**config.mk**
```make
export PLATFORM = sky130hd
export DESIGN_NAME = apb_req_arbiter
export DESIGN_NICKNAME = d
export VERILOG_FILES = /design/src/rtl/apb_req_arbiter.sv
export SDC_FILE = /design/constraint.sdc
export NUM_CORES = 1
export LEC_CHECK = 0
export BUFFER_PORTS_ARGS = -buffer_cell sky130_fd_sc_hd__buf_4
export CAP_MARGIN = 20
export CORE_MARGIN = 2
export CORE_UTILIZATION = 50
export DETAILED_ROUTE_END_ITERATION = 12
export PLACE_DENSITY = 0.83
export SLEW_MARGIN = 20
export SYNTH_ARGS = -nofsm -noshare
export SYNTH_HDL_FRONTEND = slang
export SYNTH_SLANG_ARGS = --single-unit
```
**constraint.sdc**
```tcl
create_clock -name pclk -period 2.7 [get_ports pclk]
set_input_delay 0 -clock pclk [delete_from_list [all_inputs] [get_ports pclk]]
set_output_delay 0 -clock pclk [all_outputs]
set_load 0.01 [all_outputs]
```
**src/rtl/apb_req_arbiter.sv**
```systemverilog
// rtl/apb_req_arbiter.sv - two-requester round-robin APB master with wait states,
// pslverr capture and ACCESS timeout abort.
module apb_req_arbiter #(
  parameter int ADDR_W  = 8,
  parameter int DATA_W  = 16,
  parameter int TIMEOUT = 16
) (
  input  logic                      pclk,
  input  logic                      preset,
  input  logic [1:0]                req_valid,
  output logic [1:0]                req_ready,
  input  logic [1:0]                req_write,
  input  logic [2*ADDR_W-1:0]       req_addr,
  input  logic [2*DATA_W-1:0]       req_wdata,
  input  logic [2*(DATA_W/8)-1:0]   req_strb,
  output logic [1:0]                rsp_valid,
  output logic [DATA_W-1:0]         rsp_rdata,
  output logic                      rsp_err,
  output logic [7:0]                err_cnt,
  output logic                      psel,
  output logic                      penable,
  output logic                      pwrite,
  output logic [ADDR_W-1:0]         paddr,
  output logic [DATA_W-1:0]         pwdata,
  output logic [DATA_W/8-1:0]       pstrb,
  input  logic [DATA_W-1:0]         prdata,
  input  logic                      pready,
  input  logic                      pslverr
);

  localparam int STRB_W = DATA_W / 8;
  localparam logic [15:0] TO_LAST = 16'(TIMEOUT - 1);

  typedef enum logic [1:0] {S_IDLE, S_SETUP, S_ACCESS} state_t;

  state_t      state;
  logic        last_grant;
  logic        owner;
  logic [15:0] wait_cnt;

  logic              winner;
  logic              grant;
  logic              timed_out;
  logic              xfer_end;
  logic              end_err;
  logic              sel_write;
  logic [ADDR_W-1:0] sel_addr;
  logic [DATA_W-1:0] sel_wdata;
  logic [STRB_W-1:0] sel_strb;

  // The response cycle is kept out of the grant window so a requester never
  // sees req_ready and rsp_valid together.
  always_comb begin
    winner    = (&req_valid) ? ~last_grant : req_valid[1];
    grant     = !preset && (state == S_IDLE) && !(|rsp_valid) && (|req_valid);
    req_ready = 2'b00;
    if (grant) req_ready[winner] = 1'b1;

    sel_write = winner ? req_write[1] : req_write[0];
    sel_addr  = winner ? req_addr[2*ADDR_W-1:ADDR_W] : req_addr[ADDR_W-1:0];
    sel_wdata = winner ? req_wdata[2*DATA_W-1:DATA_W] : req_wdata[DATA_W-1:0];
    sel_strb  = winner ? req_strb[2*STRB_W-1:STRB_W] : req_strb[STRB_W-1:0];

    timed_out = (TIMEOUT != 0) && !pready && (wait_cnt == TO_LAST);
    xfer_end  = (state == S_ACCESS) && (pready || timed_out);
    end_err   = pready ? pslverr : 1'b1;
  end

  always_ff @(posedge pclk or posedge preset) begin
    if (preset) begin
      state      <= S_IDLE;
      last_grant <= 1'b1;
      owner      <= 1'b0;
      wait_cnt   <= '0;
      psel       <= 1'b0;
      penable    <= 1'b0;
      pwrite     <= 1'b0;
      paddr      <= '0;
      pwdata     <= '0;
      pstrb      <= '0;
      rsp_valid  <= 2'b00;
      rsp_err    <= 1'b0;
      rsp_rdata  <= '0;
      err_cnt    <= '0;
    end else begin
      rsp_valid <= 2'b00;
      case (state)
        S_IDLE: begin
          if (grant) begin
            owner      <= winner;
            last_grant <= winner;
            pwrite     <= sel_write;
            paddr      <= sel_addr;
            pstrb      <= sel_write ? sel_strb : '0;
            if (sel_write) pwdata <= sel_wdata;
            psel       <= 1'b1;
            state      <= S_SETUP;
          end
        end
        S_SETUP: begin
          penable  <= 1'b1;
          wait_cnt <= '0;
          state    <= S_ACCESS;
        end
        S_ACCESS: begin
          if (xfer_end) begin
            psel             <= 1'b0;
            penable          <= 1'b0;
            rsp_valid[owner] <= 1'b1;
            rsp_err          <= end_err;
            rsp_rdata        <= (pready && !pwrite) ? prdata : '0;
            if (end_err && err_cnt != 8'hff) err_cnt <= err_cnt + 8'd1;
            state            <= S_IDLE;
          end else begin
            wait_cnt <= wait_cnt + 16'd1;
          end
        end
        default: state <= S_IDLE;
      endcase
    end
  end

endmodule

```
==> out/metrics.yaml, run 1 <==
outcome:
  status: "complete, but fails checks"
  violations: "hold timing"
clocking:
  clockRootBuffer: "clkbuf_8"
  cts_max_level: 3
  cts_resized: 0
  clk_latency_ns: 0.35
  clock-sinks: 76
  cts_setup_buffers: 0
  hold_buffers: 64
  clk_path_buf_depth: 2
  cts_buffers: 9
  clk_pin_slew_ns: 0.08
  cts_tree: "built"
setup_path:
  path_buf_inv: 2
  cpPeakStageDelay_ns: 0.40
  cp_top_family: "simple AND/OR/NAND/NOR gates"
  critPathMaxFanout: 33
  critPathSlowestCell: "dfrtp_1"
  end_kind: "flip-flop"
  cp_data_required_time_ns: 2.94
  startpoint_type: "flip-flop"
  worstPathArrival_ns: 2.60
  path_cells: "inv_1 > ha_1 > nor4b_1 > o21ai_1 > nor2_4 > buf_4 > nor2_1 > a21oi_1"
  path_class: "reg2reg"
layout:
  final_nets: 654
  drive_gt1_frac: 0.299
  area_delta_synth_final_pct: 52.9
  regArea_um2: 1900
  final_cells: 675
  multi_input_area_um2: 1640
  final_area_um2: 5620
  fillCellCount: 438
  n_antenna_cell: 0
floorplan:
  die-area_um2: 8050
  num_rows: 31
  die_w_um: 89.7
  core_area_um2: 7180
  die_y_um: 89.7
  num_io_pins: 134
  start_util: 0.512
route:
  via_count: 3758
  ant_nets: 0
  drc_errors: 0
  totalWireLength_um: 12200
  via_per_inst: 5.57
  first_iter_violations: 197
  drt_pre_antenna_iters: 5
  wire_per_inst_um: 18.1
placed_design:
  port_buffers: 133
  gp_congestion: 0.835
  dp_hpwl_um: 6890
  dpl.cell_count: 596
  preCtsSetupSlack_ns: 0.480
  placed_area_um2: 4780
sta:
  slew_headroom: 0.640
  tightest_slew_ns: 0.537
  hold_violations: 1
  min_period_ns: 2.37
  setup_viol: 0
  clock_skew_ns: 0.0125
  hold_slack_ns: -0.00974
  finalSetupTns_ns: 0
  post-route-period-util: 0.876
  rsz0062_at_grt: "no"
  fmax_mhz: 423
  final.setup.worst_slack_ns: 0.334
  drv_slew: 0
synth:
  synth_warnings: 0
  yosys_most_used_dff: "dfrtp_1"
  synthTopCellsByArea: "dfrtp_1 (51%), mux2i_1 (7.9%), nand2_1 (6.2%), o21ai_0 (4.9%), nor2_1 (3.7%)"
  ys_ff_latch: 76
  syn_avg_cell_area_um2: 9.77
  syn_nets: 458
  yosys.area.top_type: "dfrtp_1"
  netlist_area_um2: 3670
  ys_types: 51
  yosysTopAreaCellShare: 0.511
  synth_cells: 376
  synthArstFlopShare: 1.00
  synth_edf_count: 0
  seq_area_frac_synth: 0.518
power:
  switchingPower_mw: 1.74
  p_seq_frac: 0.388
  p_int_mw: 2.86
  leakagePower_nw: 2.68
  switching_share: 0.378
  pwr-share-comb: 0.423
  total_power_mw: 4.60
  clkPwrFrac: 0.189
  p_per_area_nw_per_um2: 820
  peakVddDrop_mv: 0.516
hold_path:
  hp-class: "in2reg"
grt:
  grtUsageTotal: 0.310
  grt_pass1_vias: 3929
  grt_pass1_wl_um: 19700
  grt_max_degree: 67
  antenna_found_initial: 0
  grt-ovfl-total: 0
run:
  maxCapViolCount: 0
layout make-up:
type / instances / area share
clock inverters: 5 / 0.00936
repair buffers: 204 / 0.303
flip-flops and latches: 76 / 0.339
multi-input cells: 266 / 0.292
well taps: 99 / 0.0221
inverters: 15 / 0.0100
clock buffers: 10 / 0.0245
cell usage in the layout (no fill, tap or decap), types with 3 or more instances in the layout:
| cell | Yosys | routed |
|---|---|---|
| clkinv_2 | 0 | 3 |
| o2bb2ai_1 | 3 | 3 |
| mux2_2 | 5 | 5 |
| nor3_1 | 5 | 5 |
| xor2_1 | 4 | 4 |
| nor2_1 | 36 | 36 |
| inv_1 | 14 | 13 |
| nand2_1 | 61 | 61 |
| clkbuf_8 | 0 | 10 |
| o21ai_0 | 36 | 36 |
| dfrtp_1 | 75 | 75 |
| dlygate4sd3_1 | 0 | 64 |
| buf_4 | 1 | 139 |
| mux2i_1 | 29 | 29 |
| nand3_1 | 12 | 12 |
| a21oi_1 | 19 | 19 |
| nor4_2 | 4 | 4 |
| o311ai_0 | 3 | 3 |
| ha_1 | 6 | 6 |
| nand4_1 | 7 | 7 |
per-layer routing:
| layer | up-vias | global-route usage | routed length (um) |
|---|---|---|---|
| met3 | 56 | 0.0553 | 644 |
| met5 | - | 0 | 0 |
| met1 | 1816 | 0.358 | 4380 |
| met4 | 0 | 0.219 | 824 |
| met2 | 178 | 0.523 | 6390 |
| li1 | 1708 | - | - |
logic make-up after synthesis:
family                   after synthesis  share of synthesized area
AO/OA/AOI/OAI                         79                      0.127
multiplexers                          34                     0.0944
adder cells (fa/ha/maj)                6                     0.0204
AND/OR/NAND/NOR                      141                      0.184
flip-flops                            76                      0.518
XOR/XNOR                               6                     0.0143
buffers and inverters                 34                     0.0409
synthesized netlist by cell type (all sizes together) (2+ instances only):
cell type,count
o2bb2ai,3
o22ai,2
and3,2
o21ai,37
nand3,12
xor2,4
a21oi,19
and2,2
clkbuf,8
ha,6
o311ai,4
nand2,61
a221o,2
nor2,37
nor4b,2
inv,14
nor4,4
nand4,7
nor3,7
xnor2,2
buf,11
a22o,2
dfrtp,75
mux2,5
mux2i,29
a31oi,2
final timing paths:
kind,from,to,slack [ns],cells after the start
hold / removal,req_addr[5],paddr[5],-0.01,3
setup reg to reg,state[0],pwdata[11],0.33,8
hold reg to reg,owner,rsp_valid[0],0.43,1
min in group asynchronous,preset,wait_cnt[3],0.14,3
setup / recovery,state[0],pwdata[11],0.33,8
max in group asynchronous,preset,last_grant,1.90,4
through the flow:
step                utilization  hold slack, ns
finish                    0.783        -0.00974
CTS                       0.783         0.00369
detailed placement        0.667         -0.0306
global placement          0.667         -0.0371
floorplan                     -           0.136
global route              0.783         0.00884
registers in the layout (all words and copies together), names as in the netlist:
register / flops
last_grant: 1
pstrb: 2
penable: 1
rsp_rdata: 16
rsp_valid: 2
state: 2
wait_cnt: 16
owner: 1
psel: 1
paddr: 8
err_cnt: 8
rsp_err: 1
pwdata: 16
pwrite: 1
worst register-to-register path, cell delays in order (launching register included):
cell and delay (ns):
dfrtp_1 0.40, inv_1 0.12, ha_1 0.20, nor4b_1 0.37
o21ai_1 0.27, nor2_4 0.20, buf_4 0.34, nor2_1 0.11
a21oi_1 0.25
power groups by stage:
stage	logic, mW	clock network [mW]	registers (mW)
after floorplan	0.782	0	1.87
after detailed placement	1.76	0	1.77
after global routing	2.10	0.923	1.82
final	1.95	0.872	1.79
after CTS	1.87	0.866	1.75
after global placement	1.70	0	1.76
Note: power is estimated with default switching activity, not from simulation.
==> run 2: changes to the inputs <==
--- a/config.mk
+++ b/config.mk
@@ -10,7 +10,7 @@
 export CORE_MARGIN = 2
 export CORE_UTILIZATION = 50
 export DETAILED_ROUTE_END_ITERATION = 12
-export PLACE_DENSITY = 0.83
+export PLACE_DENSITY_LB_ADDON = 0.15
 export SLEW_MARGIN = 20
 export SYNTH_ARGS = -nofsm -noshare
 export SYNTH_HDL_FRONTEND = slang
==> out/metrics.yaml, run 2 (synthesized netlist as in run 1, its figures left out) <==
sta:
  hold_violations: 1  # unchanged
  drv_slew: 0  # unchanged
  rsz0062_at_grt: "no"
  min_period_ns: 2.43  # +0.0670 ns
  tightest_slew_ns: 0.833  # +0.297 ns
  hold_slack_ns: -0.0178  # -0.00803 ns
  finalSetupTns_ns: 0  # unchanged
  slew_headroom: 0.441  # -0.199
  fmax_mhz: 411  # -2.8%
  setup_viol: 0  # unchanged
  clock_skew_ns: 0.00830  # -0.00419 ns
  post-route-period-util: 0.901  # +0.0248
clocking:
  cts_setup_buffers: 0  # unchanged
  clk_pin_slew_ns: 0.08  # about the same
  clockRootBuffer: "clkbuf_8"
  hold_buffers: 62  # -3.1%
  cts_buffers: 9  # unchanged
  cts_resized: 0  # unchanged
  clock-sinks: 76  # unchanged
  cts_max_level: 3  # unchanged
  clk_latency_ns: 0.34  # about the same
  cts_tree: "built"
  clk_path_buf_depth: 2  # unchanged
power:
  peakVddDrop_mv: 0.506  # -1.8%
  p_per_area_nw_per_um2: 813  # -0.90%
  leakagePower_nw: 2.68  # about the same
hold_path:
  holdPathStages: 3  # unchanged
  hp-start: "req_addr[2]"
  hp-class: "in2reg"
  min_to: "paddr[2]"
route:
  via_count: 3606  # -4.0%
  first_iter_violations: 173  # -12%
  ant_nets: 0  # unchanged
  totalWireLength_um: 11000  # -10%
  wire_per_inst_um: 16.3  # -10%
  drt_pre_antenna_iters: 4  # -1
  via_per_inst: 5.33  # -4.3%
  drc_errors: 0  # unchanged
floorplan:
  die_y_um: 89.7  # unchanged
  num_rows: 31  # unchanged
  num_io_pins: 134  # unchanged
  core_area_um2: 7180  # unchanged
  start_util: 0.512  # unchanged
  die-area_um2: 8050  # unchanged
  die_w_um: 89.7  # unchanged
grt:
  grt_max_degree: 36  # -46%
  grtUsageTotal: 0.275  # -0.0344
  antenna_found_initial: 0  # unchanged
  grt_pass1_vias: 3747  # -4.6%
  grt_pass1_wl_um: 17900  # -9.3%
  grt-ovfl-total: 0  # unchanged
placed_design:
  dp_hpwl_um: 6550  # -4.9%
  port_buffers: 133  # unchanged
  gp_congestion: 0.865  # +3.7%
setup_path:
  critPathMaxFanout: 33  # unchanged
  cpPeakStageDelay_ns: 0.41  # about the same
  reg2reg_depth: 8  # unchanged
  timing.rr.end: "pwdata[9]"
  path_class: "reg2reg"
  r2r-start: "state[0]"
  cp_top_family: "simple AND/OR/NAND/NOR gates"
  startpoint_type: "flip-flop"
  rrSetupSlack_ns: 0.27  # -0.07 ns
  end_kind: "flip-flop"
  path_cells: "inv_1 > ha_1 > nor4b_1 > o21ai_1 > nor2_4 > buf_4 > nor2_1 > a21oi_1"
  critPathSlowestCell: "dfrtp_1"
  path_buf_inv: 2  # unchanged
  cp_data_required_time_ns: 2.95  # about the same
  worstPathArrival_ns: 2.69  # +0.09 ns
layout:
  reg_top3: "pwdata x16, rsp_rdata x16, wait_cnt x16"
  multi_input_area_um2: 1640  # unchanged
  regArea_um2: 1900  # unchanged
  area_delta_synth_final_pct: 52.9  # about the same
  final_cell_mix: "buf_4 (142), dfrtp_1 (75), dlygate4sd3_1 (63)"
  drive_gt1_frac: 0.296  # -0.00276
  fillCellCount: 441  # +0.68%
  final_common_cell: "buf_4"
  final_nets: 655  # +0.15%
  n_antenna_cell: 0  # unchanged
outcome:
  status: "complete, but fails checks"
  violations: "hold timing"
run:
  maxCapViolCount: 0  # unchanged
-- run 2: worst max path at each step --
stage          slack [ns]    endpoint  cells past startpoint      from
2_1_floorplan        0.76  err_cnt[0]                      1    preset
3_3_place_gp         0.44  err_cnt[1]                      7  state[0]
3_5_place_dp         0.38  err_cnt[1]                      7  state[0]
4_1_cts              0.34  err_cnt[1]                      7  state[0]
5_1_grt              0.07   pwdata[5]                      8  state[1]
6_report             0.27   pwdata[9]                      8  state[0]
-- run 2: power breakdown --
part | total [mW] | internal (mW) | switching, mW
Clock | 0.886 | 0.481 | 0.405
Combinational | 1.91 | 0.918 | 0.995
Sequential | 1.76 | 1.50 | 0.261
Total | 4.56 | 2.90 | 1.66
-- run 2: worst reg2reg max path: cells and delay by family, from the launching register on --
kind | cells | cell delay [ns]
flops | 1 | 0.41
compound gates | 2 | 0.56
simple gates | 3 | 0.73
fa+ha+maj | 1 | 0.19
buf+inv | 2 | 0.45
-- run 2: routing by layer --
layer | share of wire | up-vias | global-route usage
li1 | - | 1709 | -
met4 | 0.025 | 0 | 0.105
met5 | 0 | - | 0
met1 | 0.40 | 1749 | 0.329
met2 | 0.52 | 124 | 0.486
met3 | 0.060 | 24 | 0.0629
-- run 2: metrics by stage --
| step | utilization | setup WS, ns | total power [mW] | area, um2 | instances |
|---|---|---|---|---|---|
| after floorplan | - | 0.763 | 2.66 | 3670 | 376 |
| after global placement | 0.667 | 0.439 | 3.46 | 4790 | 598 |
| after detailed placement | 0.667 | 0.378 | 3.52 | 4790 | 598 |
| after CTS | 0.781 | 0.337 | 4.51 | 5600 | 676 |
| after global routing | 0.782 | 0.0732 | 4.83 | 5610 | 677 |
| final | 0.782 | 0.267 | 4.56 | 5610 | 677 |
-- run 2: area by class of cell --
type | count | share of cell area
clock buffer | 15 | 0.0296
clock inverter | 1 | 0.00535
multi-input combinational | 266 | 0.292
timing repair buffer | 205 | 0.302
tap | 99 | 0.0221
sequential | 76 | 0.339
inverter | 15 | 0.0100
